$ cat src/rtl/apple1_pkg.sv
// Shared types and sizing for the Apple-1 RAM port arbiter.
package apple1_pkg;

    localparam int CLK_DIV_NOM = 14;
    localparam int PHASE_W     = $clog2(CLK_DIV_NOM);

    typedef enum logic {
        IDLE  = 1'b0,
        WRITE = 1'b1
    } arb_state_t;

endpackage

$ cat src/rtl/arb_fifo.sv
// Small synchronous FIFO holding loader {addr, data} entries between CPU strobes.
module arb_fifo #(
    parameter int DEPTH = 4,
    parameter int W     = 24
) (
    input  logic         clk,
    input  logic         rst_n,
    input  logic         push,
    input  logic         pop,
    input  logic [W-1:0] wdata,
    output logic [W-1:0] rdata,
    output logic         full,
    output logic         empty
);

    localparam int AW = $clog2(DEPTH);

    logic [W-1:0] mem [DEPTH];
    logic [AW:0]  wptr;
    logic [AW:0]  rptr;
    logic         do_push;
    logic         do_pop;

    // A full FIFO refuses the push even when the same clock pops.
    assign do_push = push & ~full;
    assign do_pop  = pop & ~empty;

    always_ff @(posedge clk or negedge rst_n) begin
        if (!rst_n) begin
            wptr <= '0;
            rptr <= '0;
        end else begin
            if (do_push) wptr <= wptr + (AW+1)'(1);
            if (do_pop)  rptr <= rptr + (AW+1)'(1);
        end
    end

    always_ff @(posedge clk) begin
        if (do_push) mem[wptr[AW-1:0]] <= wdata;
    end

    assign rdata = mem[rptr[AW-1:0]];
    assign empty = (wptr == rptr);
    assign full  = (wptr[AW] != rptr[AW]) && (wptr[AW-1:0] == rptr[AW-1:0]);

endmodule

$ cat src/rtl/ram_port_arbiter.sv
// Shares the external RAM port between the 6502 and the loader stream, slotting
// buffered loader writes into the free clocks between CPU enable strobes.
module ram_port_arbiter
    import apple1_pkg::*;
#(
    parameter int CLK_DIV    = CLK_DIV_NOM,
    parameter int GUARD      = 2,
    parameter int WR_CYCLES  = 2,
    parameter int FIFO_DEPTH = 4
) (
    input  logic        clk14,
    input  logic        rst_n,
    input  logic        cpu_clken,
    input  logic [15:0] cpu_addr,
    input  logic [7:0]  cpu_dout,
    input  logic        cpu_we,
    input  logic        cpu_ram_cs,
    input  logic        ld_valid,
    input  logic [15:0] ld_addr,
    input  logic [7:0]  ld_data,
    output logic        ld_ready,
    output logic        ld_idle,
    output logic [15:0] ld_count,
    output logic        ld_collision,
    output logic [15:0] ram_addr,
    output logic [7:0]  ram_din,
    output logic        ram_rd,
    output logic        ram_wr
);

    localparam int PW        = (PHASE_W >= $clog2(CLK_DIV)) ? PHASE_W : $clog2(CLK_DIV);
    localparam int CW        = (WR_CYCLES > 1) ? $clog2(WR_CYCLES) : 1;
    localparam int WIN_START = CLK_DIV - 1 - GUARD;

    logic [PW-1:0] phase;
    arb_state_t    state;
    arb_state_t    state_nxt;
    logic [CW-1:0] wr_cnt;
    logic [CW-1:0] wr_cnt_nxt;
    logic          pop;
    logic          abort;
    logic          start_ok;
    logic          loader_on;
    logic [23:0]   head;
    logic          fifo_full;
    logic          fifo_empty;

    arb_fifo #(
        .DEPTH (FIFO_DEPTH),
        .W     (24)
    ) u_fifo (
        .clk   (clk14),
        .rst_n (rst_n),
        .push  (ld_valid),
        .pop   (pop),
        .wdata ({ld_addr, ld_data}),
        .rdata (head),
        .full  (fifo_full),
        .empty (fifo_empty)
    );

    // Phase restarts after each strobe and parks at CLK_DIV-1 until the next one.
    always_ff @(posedge clk14 or negedge rst_n) begin
        if (!rst_n) begin
            phase <= '0;
        end else if (cpu_clken) begin
            phase <= '0;
        end else if (phase != PW'(CLK_DIV - 1)) begin
            phase <= phase + PW'(1);
        end
    end

    // A write may only start if all of its clocks finish before the CPU window.
    assign start_ok = !fifo_empty && !cpu_clken && ((int'(phase) + WR_CYCLES) < WIN_START);

    always_comb begin
        state_nxt  = state;
        wr_cnt_nxt = wr_cnt;
        pop        = 1'b0;
        abort      = 1'b0;
        case (state)
            IDLE: begin
                if (start_ok) begin
                    state_nxt  = WRITE;
                    wr_cnt_nxt = '0;
                end
            end
            WRITE: begin
                if (cpu_clken) begin
                    state_nxt = IDLE;
                    abort     = 1'b1;
                end else if (wr_cnt == CW'(WR_CYCLES - 1)) begin
                    state_nxt = IDLE;
                    pop       = 1'b1;
                end else begin
                    wr_cnt_nxt = wr_cnt + CW'(1);
                end
            end
            default: state_nxt = IDLE;
        endcase
    end

    always_ff @(posedge clk14 or negedge rst_n) begin
        if (!rst_n) begin
            state        <= IDLE;
            wr_cnt       <= '0;
            ld_count     <= '0;
            ld_collision <= 1'b0;
        end else begin
            state  <= state_nxt;
            wr_cnt <= wr_cnt_nxt;
            if (pop)   ld_count     <= ld_count + 16'd1;
            if (abort) ld_collision <= 1'b1;
        end
    end

    // An unexpected strobe takes the port back in the same clock.
    assign loader_on = (state == WRITE) && !cpu_clken;

    always_comb begin
        ram_addr = cpu_addr;
        ram_din  = cpu_dout;
        ram_rd   = cpu_ram_cs & rst_n;
        ram_wr   = cpu_we & cpu_ram_cs & cpu_clken & rst_n;
        if (loader_on) begin
            ram_addr = head[23:8];
            ram_din  = head[7:0];
            ram_rd   = 1'b0;
            ram_wr   = 1'b1;
        end
    end

    assign ld_ready = !fifo_full;
    assign ld_idle  = fifo_empty && (state == IDLE);

endmodule

$ cat config.mk
export PLATFORM = sky130hd
export DESIGN_NAME = ram_port_arbiter
export DESIGN_NICKNAME = d
export VERILOG_FILES = /design/src/rtl/apple1_pkg.sv /design/src/rtl/arb_fifo.sv /design/src/rtl/ram_port_arbiter.sv
export SDC_FILE = /design/constraint.sdc
export NUM_CORES = 1
export LEC_CHECK = 0
export BUFFER_PORTS_ARGS = -buffer_cell sky130_fd_sc_hd__buf_2
export CORE_ASPECT_RATIO = 1.2
export CORE_MARGIN = 10
export CORE_UTILIZATION = 55
export CTS_CLUSTER_DIAMETER = 30
export DETAILED_ROUTE_END_ITERATION = 6
export PLACE_DENSITY_LB_ADDON = 0.25
export SYNTH_ARGS = -nofsm -noshare
export SYNTH_HDL_FRONTEND = slang
export SYNTH_HIERARCHICAL = 1
export SYNTH_SLANG_ARGS = --single-unit
$ cat constraint.sdc
create_clock -name clk14 -period 2.5 [get_ports clk14]
set_clock_uncertainty 0.1 [all_clocks]
set_input_delay 0.5 -clock clk14 [delete_from_list [all_inputs] [get_ports clk14]]
set_output_delay 0.5 -clock clk14 [all_outputs]
set_load 0.01 [all_outputs]
==> run metrics, run 1 <==
non-filler cells, final 563; row count 39; Data required, critical path 1900 ps; Die H 129 um; Async SR Flop Fraction 23.2%; pre-CTS worst setup slack 298 ps; outcome finished, violations left; Arr. time, crit path 1980 ps; part of the cycle the worst path needs 103%; WHS 201 ps; IO Port Bufs 98; met2 WL 6.10 mm; setup_tns -1420 ps; # IOs 99; initial antenna violation count 2; CTS Buf Count 17; Core Area 9560 um^2; Max stage delay cell, worst path mux4_2; Area growth syn-to-layout 30.4%; RSZ-0062 raised after global routing yes; Vias 3146; Clock Path Buffers 2; CP bufs+invs 2; Slowest Stage Delay on Critical Path 540 ps; largest net degree at the start of global routing 26; critical setup path kind flop to primary output; Synth Warn # 6; Die ar. 14300 um^2; Starting Density 56.7%; routability cong. 0.759; root buf cell clkbuf_16; VDD IR-drop max 0.796 mV; met3 wire len 805 um; Fmax 388 MHz; highest metal used met4; vias in the first global route 3578; leakage 2.86 nW; register bit total from synthesis 125; clock transition at the registers of the reported paths 60 ps; max cap viols 0; Yosys top cell area share 53.1%; per-cell routed wire length 20.9 um; Yosys cell types 40; worst-path maximum fanout 14; Final ANT Viol Nets 0; drt total wl 11.8 mm; worst slew pin tran 540 ps; fin area 7070 um^2; Placed Instance Area 6130 um^2; post-synthesis sequential area ratio 66.5%; CTS tree done; setup ws final -75.5 ps; cell breakdown of the critical path buf_12 > mux4_2 > mux2_4 > buf_6; Startpoint Class flop; die width 111 um; placed cells 526; Mapped Avg Cell Area 18.0 um^2; element type at the critical path end primary output; Post-Synthesis Net Count 366; H-tree levels 4; Syn Std Cell Area 5420 um^2; cell family with most CP delay multiplexers; Final nets 489; Starting DRT DRC Count 161; Hold WC Path Type primary input to flop; HPWL after DPL 7.50 mm; first-pass GRT wire length 19.1 mm; Fill cells 590; wl on met1 4.64 mm; Via-to-Cell Ratio 5.59; DRC viols 0; Setup-failing EPs final 24; grt ovf 0; synthesized instance count 302; PwrDens 1130 nW/um^2; share of cells above drive strength 1 48.6%; DR pass1 iterations 4; failing checks setup timing; fin. max-slew vios 0; GRT Total Usage 17.1%; ranking of synthesized cells by area edfxtp_1 53%, dfrtp_1 13%, mux4_2 10%, mux2_2 5.2%, xnor2_1 2.4%; top_reg_cell synth edfxtp_1; clk_lat worst skew 420 ps; minimum clock period 2580 ps; relative slew slack 64.0%; CTS Sinks 125; Yosys top cell by area edfxtp_1; Post-synth EDFFs 96; Fin. Hold Viols 0
==> power by group <==
| part | internal, mW | switching [mW] | total, mW | leakage (nW) |
|---|---|---|---|---|
| registers | 2.69 | 0.230 | 2.92 | 1.26 |
| logic | 1.29 | 1.22 | 2.52 | 1.30 |
| clock network | 1.67 | 0.890 | 2.56 | 0.298 |
| total | 5.65 | 2.34 | 8.00 | 2.86 |
==> per-stage QoR <==
stage | power (mW) | utilization [%]
after detailed placement | 5.08 | 64.1
after CTS | 8.00 | 73.7
after global routing | 8.36 | 73.9
final | 8.00 | 73.9
after floorplan | 4.39 | -
after global placement | 5.03 | 64.1
==> sequential cells by signal, summed over array words and instances (netlist names) <==
register and count:
ld_count 16, u_fifo/mem 96, ld_collision 1, u_fifo/wptr 3
phase 4, wr_cnt 1, u_fifo/rptr 3, state 1
==> timing repair <==
action,in CTS,in global routing
pin swaps,0,1
setup buffers,1,0
hold buffers,1,0
gates cloned,1,0
gates resized for setup,50,3
endpoints found under the hold margin,9,0
endpoints found under the setup margin,25,26
==> worst paths after layout <==
kind	from	to	slack, ps	cells past startpoint
max in group asynchronous	rst_n	u_fifo/rptr[0]	1340	3
setup / recovery	u_fifo/rptr[0]	ram_addr[6]	-80	4
hold / removal	ld_data[3]	u_fifo/mem[3][3]	200	1
setup reg to reg	u_fifo/rptr[0]	u_fifo/mem[0][23]	360	5
min in group asynchronous	rst_n	phase[3]	390	2
hold reg to reg	ld_collision	ld_collision	360	1
==> worst register-to-register path, stage by stage, from the launching register on <==
cell and delay (ps):
dfrtp_2 450, buf_16 190, xnor2_4 200, nand3_2 140, and3_1 510, buf_12 250
==> logic make-up after synthesis <==
family / count (synthesis) / synth area share [%]
XOR/XNOR: 26 / 4.61
buffers and inverters: 19 / 2.17
multiplexers: 49 / 15.2
AO/OA/AOI/OAI: 23 / 3.39
adder cells (fa/ha/maj): 10 / 2.31
AND/OR/NAND/NOR: 50 / 5.84
flip-flops: 125 / 66.5
==> synth_stat cells, types with 3 or more instances <==
cell type and instances:
nor3_1 5, xnor2_1 15, nand3_1 12, nor2_1 7, buf_2 4, dfrtp_1 29
nand2_1 7, nand4_1 3, buf_6 5, mux4_2 24, xor2_1 8, mux2_2 25
ha_1 10, edfxtp_1 96, and3_1 5, inv_1 9, a21oi_1 8
==> final cells by class <==
cell class                 count  area (um^2)  area share, %
timing repair buffer         114          833           11.8
tap                          123          154           2.18
sequential                   125         3610           51.1
clock buffer                  18          429           6.07
inverter                       9         33.8          0.478
multi-input combinational    158         1810           25.6
clock inverter                14          193           2.73
antenna                        2         5.00         0.0708
==> per-layer routing <==
layer | up-vias | global-route usage, %
li1 | 1429 | -
met1 | 1595 | 19.2
met2 | 102 | 28.6
met3 | 20 | 7.07
met4 | 0 | 6.90
met5 | - | 0
==> cells in the final DEF (no fill, tap or decap), types with 5 or more instances in the layout <==
cell type / count
buf_2: 74
a21oi_1: 8
buf_4: 10
mux4_2: 24
nor2_1: 7
edfxtp_1: 96
clkbuf_16: 17
inv_1: 9
xnor2_1: 14
nand2_1: 7
dfrtp_1: 27
xor2_1: 8
and3_1: 5
nand3_1: 12
buf_6: 24
mux2_4: 24
ha_1: 10
(Power assumes the default switching activity.)
==> inputs of run 2 (changes only) <==
--- a/config.mk
+++ b/config.mk
@@ -11,7 +11,9 @@
 export CORE_UTILIZATION = 55
 export CTS_CLUSTER_DIAMETER = 30
 export DETAILED_ROUTE_END_ITERATION = 6
-export PLACE_DENSITY_LB_ADDON = 0.25
+export GPL_TIMING_DRIVEN = 0
+export HOLD_SLACK_MARGIN = 0.08
+export PLACE_DENSITY = 0.76
 export SYNTH_ARGS = -nofsm -noshare
 export SYNTH_HDL_FRONTEND = slang
 export SYNTH_HIERARCHICAL = 1
==> run 2 against run 1 <==
The run still ends with setup timing left. Global-route usage down 0.90 points. Register-to-register slack worse by 210 ps. Non-clock buffer count up 3. Count of clock-buffer cells in the layout down 1. Total power down 0.75%. Largest cell class unchanged.
==> run metrics, run 2 (synthesis results as in run 1) <==
initial antenna violation count 0 (-2); multi-input logic area 1820 um^2 (+0.34%); share of cells above drive strength 1 49.7% (+1.0 points); routability cong. 0.780 (+2.8%); Hold WC Path Type primary input to flop; row count 39 (unchanged); Die H 129 um (unchanged); HPWL after DPL 7.13 mm (-5.0%); Via-to-Cell Ratio 5.51 (-1.4%); leakage 2.85 nW (-0.21%); ant diodes 0 (-2); Area growth syn-to-layout 30.3% (about the same); part of the cycle the worst path needs 106% (+2.6 points); Fmax 379 MHz (-2.5%); setup_tns -2520 ps (-1100 ps); IO Port Bufs 97 (-1.0%); share of total power in sequential cells 36.9% (+0.4 points); worst slew pin tran 1040 ps (+496 ps); # IOs 99 (unchanged); fin. max-slew vios 0 (unchanged); Die ar. 14300 um^2 (unchanged); Worst R2R Start u_fifo/rptr[0]; largest net degree at the start of global routing 30 (+15%); FF+latch area 3610 um^2 (about the same); die width 111 um (unchanged); clock transition at the registers of the reported paths 50 ps (about the same); hold_sp ld_addr[15]; Clock Path Buffers 2 (unchanged); first-pass GRT wire length 18.1 mm (-5.0%); final design utilization 73.9% (about the same); setup ws final -141 ps (-65.2 ps); PwrDens 1120 nW/um^2 (-0.71%); Startpoint Class flop; fin area 7070 um^2 (about the same); NetSw 2.37 mW (+1.3%); vias in the first global route 3526 (-1.5%); grt ovf 0 (unchanged); critical path launch point u_fifo/rptr[0]; placed cells 522 (-0.76%); commonest non-fill, non-tap cell in the layout edfxtp_1; minimum clock period 2640 ps (+65.2 ps); end of the critical path ram_din[5]; WHS 203 ps (+2.64 ps); Clock power frac 29.6% (-2.4 points); Final nets 492 (+0.61%); per-cell routed wire length 20.8 um (-0.39%); r2r worst-path depth 5 (unchanged); outcome finished, violations left; Vias 3108 (-1.2%); DR pass1 iterations 4 (unchanged); CTS Buf Count 17 (unchanged); most frequent cells in the layout 96 x edfxtp_1, 77 x buf_2, 28 x dfrtp_1; switch share 29.9% (+0.61 points); relative slew slack 30.9% (-33 points); Arr. time, crit path 2040 ps (+60 ps); CTS Sinks 125 (unchanged); Data required, critical path 1900 ps (about the same); element type at the critical path end primary output; H-tree levels 4 (unchanged); Starting Density 56.7% (unchanged); max cap viols 0 (unchanged); Starting DRT DRC Count 166 (+3.1%); VDD IR-drop max 0.726 mV (-8.9%); RSZ-0062 raised after global routing yes; RR Endpoint u_fifo/mem[3][17]; Setup-failing EPs final 23 (-4.2%); Final ANT Viol Nets 0 (unchanged); Fin. Hold Viols 0 (unchanged); root buf cell clkbuf_16; drt total wl 11.7 mm (-0.21%); DRC viols 0 (unchanged); Fill cells 586 (-0.68%); Core Area 9560 um^2 (unchanged); non-filler cells, final 564 (+0.18%); worst-path maximum fanout 8 (-6); combinational power share 33.5% (+2.0 points); failing checks setup timing; Reg2Reg Setup Slack 150 ps (-210 ps); Cell Int Power 5.56 mW (-1.6%); GRT Total Usage 16.2% (-0.90 points); critical setup path kind flop to primary output; CTS tree done; Placed Instance Area 6060 um^2 (-1.1%); clk_lat worst skew 410 ps (about the same); max reg flops 96 (unchanged)
-- run 2: cell types whose count changed in the layout (fill, tap and decap cells not counted), moves of 3 or more --
cell / previous run / this run
and3_2: 0 / 3
mux2_4: 24 / 20
buf_4: 10 / 7
buf_2: 74 / 77
clkinv_2: 2 / 5
and3_1: 5 / 2
mux2_2: 1 / 5
-- run 2: layout make-up --
| class | count | area share, % |
|---|---|---|
| plain buffers | 10 | 1.77 |
| clock buffers | 17 | 6.02 |
| clock inverters | 15 | 2.09 |
| inverters | 9 | 0.478 |
| multi-input cells | 158 | 25.7 |
| flip-flops and latches | 125 | 51.1 |
| well taps | 123 | 2.18 |
| repair buffers | 107 | 10.7 |
-- run 2: worst min-delay path by stage --
stage               depth (start not counted)  slack, ps                end
floorplan                                   0        100       ld_collision
global placement                            1        340       ld_collision
detailed placement                          1        350       ld_collision
CTS                                         1        190  u_fifo/mem[2][10]
global route                                1        190  u_fifo/mem[3][10]
finish                                      1        200  u_fifo/mem[0][23]
-- run 2: metal layers --
layer / vias to the layer above / GRT usage, % / share of wire, %
met1: 1555 / 19.1 / 42
met5: - / 0 / 0
li1: 1434 / - / -
met2: 115 / 26.8 / 51
met3: 4 / 5.90 / 6.2
met4: 0 / 6.29 / 0.60
-- run 2: worst max-delay path: stages, from the launching register on --
cell       delay [ps]
dfrtp_1           390
buf_12            160
clkbuf_16         160
mux4_2            510
mux2_4            280
buf_6             120
-- run 2: power groups by stage --
stage	Combinational [mW]	Sequential [mW]	Clock, mW
6_report	2.66	2.93	2.35
5_1_grt	2.85	2.97	2.49
4_1_cts	2.42	2.91	2.38
3_5_place_dp	2.07	2.95	0
3_3_place_gp	2.05	2.92	0
2_1_floorplan	1.50	2.90	0
-- run 2: timing repair --
item | CTS | global route
gates resized for setup | 44 | 18
hold buffers | 2 | 0
cloned | 0 | 2
setup endpoints to repair | 62 | 28
pin swaps | 1 | 2
hold endpoints to repair | 29 | 0
setup buffers | 4 | 2
-- run 2: per-stage QoR --
stage | total power, mW | setup slack [ps]
2_1_floorplan | 4.39 | 420
3_3_place_gp | 4.96 | 9.59
3_5_place_dp | 5.02 | -34.7
4_1_cts | 7.71 | -148
5_1_grt | 8.31 | -195
6_report | 7.94 | -141
==> inputs of run 3 (changes only) <==
--- a/config.mk
+++ b/config.mk
@@ -14,6 +14,7 @@
 export GPL_TIMING_DRIVEN = 0
 export HOLD_SLACK_MARGIN = 0.08
 export PLACE_DENSITY = 0.76
+export REMOVE_ABC_BUFFERS = 1
 export SYNTH_ARGS = -nofsm -noshare
 export SYNTH_HDL_FRONTEND = slang
 export SYNTH_HIERARCHICAL = 1
==> constraint.sdc (replaced) <==
create_clock -name clk14 -period 2.5 [get_ports clk14]
set_clock_uncertainty 0.1 [all_clocks]
set_input_delay 0 -clock clk14 [delete_from_list [all_inputs] [get_ports clk14]]
set_output_delay 0 -clock clk14 [all_outputs]
set_load 0.01 [all_outputs]
==> run 3 against run 2 <==
The run now ends clean. Hold slack gained 7.7 ps. First-iteration DRC count grew 18%. Wire length shrank 1.9%. Via count grew 2.1%. Final cell count grew 1.8%.
==> run metrics, run 3 (synthesis results as in run 1) <==
GRT Total Usage 16.8% (+0.59 points); max cap viols 0 (unchanged); H-tree levels 4 (unchanged); CTS Buf Count 17 (unchanged); clk_lat worst skew 400 ps (about the same); first-pass GRT wire length 19.0 mm (+4.5%); Vias 3174 (+2.1%); DRC viols 0 (unchanged); Fin. Hold Viols 0 (unchanged); DR pass1 iterations 4 (unchanged); minimum clock period 2400 ps (-244 ps); ant diodes 0 (unchanged); Cell Int Power 5.32 mW (-4.3%); FF+latch area 3610 um^2 (+0.10%); Hold WC Path Type primary input to primary output; switch share 29.3% (-0.62 points); most frequent cells in the layout 98 x buf_2, 96 x edfxtp_1, 28 x dlygate4sd3_1; Fill cells 616 (+5.1%); vias in the first global route 3664 (+3.9%); Final ANT Viol Nets 0 (unchanged); part of the cycle the worst path needs 95.9% (-9.8 points); die width 111 um (unchanged); largest net degree at the start of global routing 31 (+3.3%); IO Port Bufs 98 (+1.0%); critical setup path kind flop to flop; root buf cell clkbuf_16; Data required, critical path 2420 ps (+520 ps); CTS Sinks 125 (unchanged); CTS tree done; worst slew pin tran 1050 ps (+14.6 ps); HPWL after DPL 6.91 mm (-3.0%); Arr. time, crit path 2320 ps (+280 ps); Starting Density 56.7% (unchanged); share of cells above drive strength 1 44.8% (-4.9 points); pre-CTS worst setup slack -1080 ps (-1050 ps); relative slew slack 30.0% (-0.97 points); grt ovf 0 (unchanged); combinational power share 26.4% (-7.1 points); per-cell routed wire length 20.1 um (-3.6%); Via-to-Cell Ratio 5.53 (+0.34%); VDD IR-drop max 0.715 mV (-1.4%); Clock power frac 33.9% (+4.3 points); fin area 6930 um^2 (-1.9%); Startpoint Class flop; element type at the critical path end flop; Setup-failing EPs final 0 (-100%); # IOs 99 (unchanged); Setup Fix Bufs, Post-CTS 0 (-4); outcome finished clean; commonest non-fill, non-tap cell in the layout buf_2; fin. max-slew vios 0 (unchanged); Die H 129 um (unchanged); leakage 2.74 nW (-4.0%); row count 39 (unchanged); share of total power in sequential cells 39.7% (+2.8 points); Die ar. 14300 um^2 (unchanged); Area growth syn-to-layout 27.8%; cell breakdown of the critical path xnor2_1 > a31oi_4; Placed Instance Area 6010 um^2 (-0.95%); NetSw 2.21 mW (-7.1%); Fmax 417 MHz (+10%); max reg flops 96 (unchanged); PwrDens 1090 nW/um^2 (-3.3%); routability cong. 0.766 (-1.8%); multi-input logic area 1700 um^2 (-6.4%); RSZ-0062 raised after global routing no; worst-path maximum fanout 30 (+22); initial antenna violation count 0 (unchanged); Final nets 503 (+2.2%); Core Area 9560 um^2 (unchanged); setup ws final 103 ps (+244 ps); drt total wl 11.5 mm (-1.9%); Starting DRT DRC Count 196 (+18%); Slowest Stage Delay on Critical Path 900 ps (+390 ps); clock transition at the registers of the reported paths 60 ps (about the same); Clock Path Buffers 2 (unchanged); Max stage delay cell, worst path a31oi_4
run 3: cell count changes in the layout (fill, tap and decap cells not counted), moves of 2 or more:
cell,delta
clkbuf_16,-2
bufinv_16,+2
buf_6,-25
mux2_4,-20
clkinv_2,-3
clkinvlp_4,+2
buf_12,-3
mux2_2,+20
buf_4,-7
buf_2,+21
dlygate4sd3_1,+27
run 3: power by group through the flow:
| stage | Sequential (mW) | Combinational [mW] | Clock [mW] |
|---|---|---|---|
| 6_report | 2.99 | 1.98 | 2.55 |
| 5_1_grt | 3.04 | 2.15 | 2.69 |
| 4_1_cts | 2.99 | 2.01 | 2.59 |
| 3_5_place_dp | 3.02 | 1.95 | 0 |
| 3_3_place_gp | 3.11 | 1.77 | 0 |
| 2_1_floorplan | 3.03 | 1.28 | 0 |
run 3: worst paths after layout:
check,startpoint,to,slack [ps],depth (start not counted)
worst max-delay path,u_fifo/rptr[1],u_fifo/mem[3][16],100,2
worst min-delay path,cpu_addr[9],ram_addr[9],210,3
worst max register to register,u_fifo/rptr[1],u_fifo/mem[3][16],100,2
worst min register to register,ld_collision,ld_collision,380,1
max in group asynchronous,rst_n,u_fifo/rptr[1],1570,4
min in group asynchronous,rst_n,ld_count[13],550,4
run 3: area by class of cell:
class / instances / area share [%]
Clock buffer: 17 / 6.13
Clock inverter: 14 / 2.81
Inverter: 9 / 0.487
Multi-Input combinational cell: 158 / 24.5
Sequential cell: 125 / 52.1
Tap cell: 123 / 2.22
Timing Repair Buffer: 128 / 11.7
run 3: routing by layer:
layer | part of all wire [%] | global-route usage [%] | vias to the layer above
li1 | - | - | 1461
met1 | 41 | 18.7 | 1591
met2 | 52 | 29.3 | 108
met3 | 5.7 | 5.72 | 14
met4 | 1.3 | 6.75 | 0
met5 | 0 | 0 | -
run 3: critical path, delay by kind of cell (launching register included):
family	cells	cell delay (ps)
AO/OA/AOI/OAI	1	900
flip-flops	1	720
XOR/XNOR	1	280
run 3: through the flow:
step	TNS (ps)	power (mW)	utilization [%]	hold slack (ps)	cells
floorplan	-33130	4.31	-	-396	292
global placement	-134380	4.89	62.6	-34.1	513
detailed placement	-93280	4.98	62.8	-24.2	514
CTS	0	7.60	72.5	217	574
global route	0	7.88	72.5	225	574
finish	0	7.53	72.5	211	574
run 3: repair_timing:
action | CTS | global route
endpoints found under the setup margin | 123 | 0
resized for setup | 5 | 0
hold endpoints to repair | 134 | 0
hold buffers | 29 | 0
